$ cat src/rtl/rll16_key_loader.sv
// rll16_key_loader: loads a 16-bit logic-locking key from a serial key store.
// The key arrives LSB first as 17 bits: 16 data bits, then one even-parity bit.
// A key is published on key_out only after the parity check passes. Once a key
// is locked in, the block holds it until reset. A parity failure or a stalled
// stream moves the block to ERROR, and a new start retries the load.
module rll16_key_loader (
   input  logic        clk,
   input  logic        rst,
   input  logic        start,
   input  logic        key_sdi,
   input  logic        key_sval,
   output logic        key_req,
   output logic [15:0] key_out,
   output logic        key_valid,
   output logic        key_err,
   output logic        busy
);

   typedef enum logic [2:0] {
      IDLE,
      LOAD,
      CHECK,
      LOCKED,
      ERROR
   } state_t;

   // 254 idle cycles are tolerated; the 255th idle cycle in a row is a timeout.
   localparam logic [7:0] TIMEOUT_LAST = 8'd254;
   localparam logic [4:0] LAST_BIT_IDX = 5'd16;

   state_t      state;
   state_t      next_state;
   logic [16:0] shift_reg;
   logic [4:0]  bit_cnt;
   logic [7:0]  timeout_cnt;

   logic accept;
   logic last_bit;
   logic timeout;
   logic parity_ok;
   logic begin_load;

   // key_sval counts only in LOAD. Outside LOAD the serial port is ignored.
   assign accept     = (state == LOAD) && key_sval;
   assign last_bit   = accept && (bit_cnt == LAST_BIT_IDX);
   assign timeout    = (state == LOAD) && !key_sval && (timeout_cnt == TIMEOUT_LAST);
   // With even parity, the XOR of all 17 captured bits is zero.
   assign parity_ok  = ~(^shift_reg);
   // A load begins when LOAD is entered from IDLE or from ERROR (a retry).
   assign begin_load = (state != LOAD) && (next_state == LOAD);

   // State register.
   always_ff @(posedge clk or posedge rst) begin
      if (rst) begin
         state <= IDLE;
      end else begin
         // NOTE: sequential state always uses non-blocking assignments, so every
         // flop samples the values from before the edge.
         state <= next_state;
      end
   end

   // Next-state logic. start is honoured only in IDLE and ERROR, and LOCKED is terminal.
   always_comb begin
      // NOTE: the default comes first so that every path assigns next_state, and no latch is inferred.
      next_state = state;
      unique case (state)
         IDLE:    if (start) next_state = LOAD;
         LOAD: begin
            if (last_bit)     next_state = CHECK;
            else if (timeout) next_state = ERROR;
         end
         CHECK:   next_state = parity_ok ? LOCKED : ERROR;
         LOCKED:  next_state = LOCKED;
         ERROR:   if (start) next_state = LOAD;
         default: next_state = IDLE;
      endcase
   end

   // Capture datapath: shift register, bit counter and timeout counter.
   always_ff @(posedge clk or posedge rst) begin
      if (rst) begin
         shift_reg   <= '0;
         bit_cnt     <= '0;
         timeout_cnt <= '0;
      end else if (begin_load) begin
         shift_reg   <= '0;
         bit_cnt     <= '0;
         timeout_cnt <= '0;
      end else if (accept) begin
         // Shift in from the top. After 17 shifts, the first bit sits in bit 0.
         shift_reg   <= {key_sdi, shift_reg[16:1]};
         bit_cnt     <= bit_cnt + 5'd1;
         timeout_cnt <= '0;
      end else if (state == LOAD) begin
         timeout_cnt <= timeout_cnt + 8'd1;
      end
   end

   // Registered outputs, decoded from the next state so that each output
   // is aligned with the state it describes.
   always_ff @(posedge clk or posedge rst) begin
      if (rst) begin
         key_req   <= 1'b0;
         busy      <= 1'b0;
         key_valid <= 1'b0;
         key_err   <= 1'b0;
         key_out   <= '0;
      end else begin
         key_req   <= (next_state == LOAD);
         busy      <= (next_state == LOAD) || (next_state == CHECK);
         key_valid <= (next_state == LOCKED);
         key_err   <= (next_state == ERROR);
         // key_out is loaded only with a checked key, so a partial key never reaches it.
         if ((state == CHECK) && (next_state == LOCKED)) begin
            key_out <= shift_reg[15:0];
         end else if (next_state == ERROR) begin
            key_out <= '0;
         end
      end
   end

endmodule

$ cat config.mk
export PLATFORM = sky130hd
export DESIGN_NAME = rll16_key_loader
export DESIGN_NICKNAME = d
export VERILOG_FILES = /design/src/rtl/rll16_key_loader.sv
export SDC_FILE = /design/constraint.sdc
export NUM_CORES = 1
export LEC_CHECK = 0
export ABC_AREA = 0
export BUFFER_PORTS_ARGS = -buffer_cell sky130_fd_sc_hd__buf_2
export CAP_MARGIN = 20
export CORE_MARGIN = 10
export CORE_UTILIZATION = 57
export DETAILED_ROUTE_END_ITERATION = 10
export GPL_ROUTABILITY_DRIVEN = 0
export PLACE_DENSITY = 0.89
export SYNTH_ARGS = -nofsm -noshare
export SYNTH_HDL_FRONTEND = slang
export SYNTH_SLANG_ARGS = --single-unit
$ cat constraint.sdc
create_clock -name clk -period 2.7 [get_ports clk]
set_input_delay 0.135 -clock clk [delete_from_list [all_inputs] [get_ports clk]]
set_output_delay 0.135 -clock clk [all_outputs]
set_load 0.005 [all_outputs]
==> impl_results.md <==
* Status: finished, final reports clean
* Number of flip-flops in the largest register at 17
* Largest cells by area after synthesis: dfrtp_1 56%, nand2_1 8.0%, a22o_1 6.0%, a21oi_1 4.3%, xnor3_1 3.8%
* Pre-antenna DRT Iters at 5
* Filler instances at between 300 and 400
* Max-slew headroom at between 50% and 60%
* Die Y at ~84 um
* Final worst path period share at 84.3%
* VDD IR-drop max at just under 0.7 mV
* Post-detailed-placement half-perimeter wirelength at approximately 3300 um
* Share of cells above drive strength 1 at between 15 and 20%
* Distinct cell type count after synthesis at 29
* Setup bufs post-CTS at 0
* Cell Rows at 23
* Startpoint Class: flop
* Reg clk slew, reported paths at about 0.10 ns
* Post-synth top area cell: dfrtp_1
* Maximum clock insertion buffer count at 2
* Share of the synthesized area in the top cell type at a little under three fifths
* Clock Tree Root: clkbuf_8
* Nets at about 260
* Synth warnings at 0
* Register area share after synthesis at ~56%
* Crit Path Max Fanout at 16
* Area Overhead vs Synth at 13.2%
* Syn Nets at between 200 and 250
* Fin Clk Skew at between 0.009 and 0.01 ns
* Syn avg cell area at 10.6 um^2
* Post-DR vias/cell at 5.67
* Core Area at approximately 4000 um^2
* # setup viols final at 0
* First-pass GRT wire length at between 8000 and 9000 um
* CTS tree: built
* Number of diodes at 0
* GRT Util Overall at 13.9%
* Via count at 1,701
* F_max at ~440 MHz
* Max-cap violations at 0
* Initial antenna violation count at 0
* Largest net degree at the start of global routing at 54
* Die ar. at 7090 um^2
* Post-route cell area at between 2000 and 3000 um^2
* Seq cells post-synth at 53
* Grt total ovfl at 0
* Slew @ Worst Pin at ~0.63 ns
* Number of port buffers at 24
* Crit path capture type: flop
* Initial Utilization at between 50 and 60%
* Placed cell area at 2520 um^2
* Clock sink count at 53
* Vias in the first global route at roughly 1,700
* Worst-skew pair later-pin latency at ~0.31 ns
* Path category of the worst min-delay check: in -> reg
* Final setup TNS at 0 ns
* WS Path Type: reg -> reg
* WL final at between 4000 and 5000 um
* Post-CTS Resized at 0
* Util after Layout at between 60% and 70%
* TritonCTS Buffers at 5
* Minimum clock period at approximately 2.3 ns
* Routed len/inst at about 16 um
* Power, Total at between 2 and 3 mW
* Die X at about 84 um
* Hold Vio Cnt, Final at 0
* Post-DRT Antenna Nets at 0
* # DRC at 0
* Post-synthesis cell count at roughly 220
* Power per cell area at ~1100 nW/um^2
* P_leak at between 1 and 1.5 nW
* Slew Viols, Final at 0
* Worst Path Required at about 2.9 ns
* Fin Hold WS at about 0.057 ns
* RSZ-0062 raised after global routing: false
* Cell Area, Synth at between 2000 and 2500 um^2
* Io pins at 25
* Worst path arrival time at between 2 and 3 ns
* H-tree depth at 2
* DRT iter0 DRCs at 115
-- routing by layer --
layer	vias to the layer above	track usage [%]	wire, um
met1	845	15.4	1960
li1	805	-	-
met4	0	6.54	94
met2	45	23.0	2340
met3	6	5.22	302
met5	-	0	0
-- placed cells by master (no fill, tap or decap), types with 2 or more instances in the layout --
| master | count |
|---|---|
| dfrtp_1 | 53 |
| nand2_1 | 50 |
| buf_2 | 24 |
| a21oi_1 | 20 |
| nor2_1 | 16 |
| a22o_1 | 16 |
| xnor2_1 | 9 |
| xor2_1 | 8 |
| nand3_1 | 5 |
| clkbuf_8 | 5 |
| nand4_1 | 4 |
| inv_1 | 4 |
| xnor3_1 | 4 |
| ha_1 | 4 |
| buf_4 | 4 |
| o21ai_0 | 3 |
| o31ai_1 | 2 |
| nand2b_1 | 2 |
-- timing repair --
item                                    4_1_cts  5_1_grt
hold endpoints to repair                      0        7
endpoints found under the setup margin        0        0
hold buffers                                  0        1
-- final cells by class --
cell class                      count  area [um^2]  area share (%)
Clock inverter                      2         38.8            1.46
Inverter                            5         18.8           0.705
Sequential cell                    53         1330            49.8
Tap cell                           50         62.6            2.35
Timing Repair Buffer               30          180            6.77
Clock buffer                        6         72.6            2.73
Multi-Input combinational cell    154          962            36.2
-- stage by stage --
stage / instances / setup slack, ns
after floorplan: 221 / 0.783
after global routing: 300 / 0.269
final: 300 / 0.425
after CTS: 298 / 0.415
after detailed placement: 290 / 0.438
after global placement: 290 / 0.559
-- cells by family (layout without fill, tap and decap cells) --
logic type      after synthesis  after routing  share of synthesized area (%)
compound gates               43             43                           12.1
flops                        53             53                           56.4
fa+ha+maj                     4              4                           2.13
buf+inv                      14             43                           2.66
xor+xnor                     21             21                           10.2
simple gates                 86             86                           16.5
-- Yosys cell counts --
master	number
nor2_1	16
ha_1	4
buf_6	1
inv_1	5
nor2b_1	1
xnor2_1	9
nand3b_1	1
or3_1	1
clkbuf_1	6
and2_0	1
xor2_1	8
nand3_1	5
and2_1	1
nand2b_1	2
nor3_4	1
dfrtp_1	53
a22o_1	16
nand4_1	4
a31oi_1	1
a31o_2	1
and3_1	1
a21oi_1	20
nor4bb_1	1
o31ai_1	2
buf_2	2
nand2_1	50
xnor3_1	4
o21ai_0	3
nor3b_2	1
-- final timing paths --
kind / startpoint / end / slack, ns / depth (start not counted)
min in group asynchronous: rst / key_out[9] / 0.27 / 3
min: key_sdi / shift_reg[16] / 0.06 / 3
max reg2reg: shift_reg[3] / key_out[1] / 0.42 / 5
max in group asynchronous: rst / shift_reg[13] / 1.94 / 4
min reg2reg: key_out[2] / key_out[2] / 0.51 / 1
max: shift_reg[3] / key_out[1] / 0.42 / 5
-- power breakdown --
part	leakage (nW)	total [mW]	internal, mW	switching, mW
combinational	0.536	1.20	0.599	0.603
clock	0.0554	0.533	0.278	0.254
sequential	0.715	1.20	0.997	0.205
-- critical path: stages (launching register included) --
cell and delay (ns):
dfrtp_1 0.43, xnor2_1 0.17, xnor3_1 0.40, xnor3_1 0.42, nor3_4 0.51, a22o_1 0.26
No activity file was read; power rests on OpenSTA's default activity.
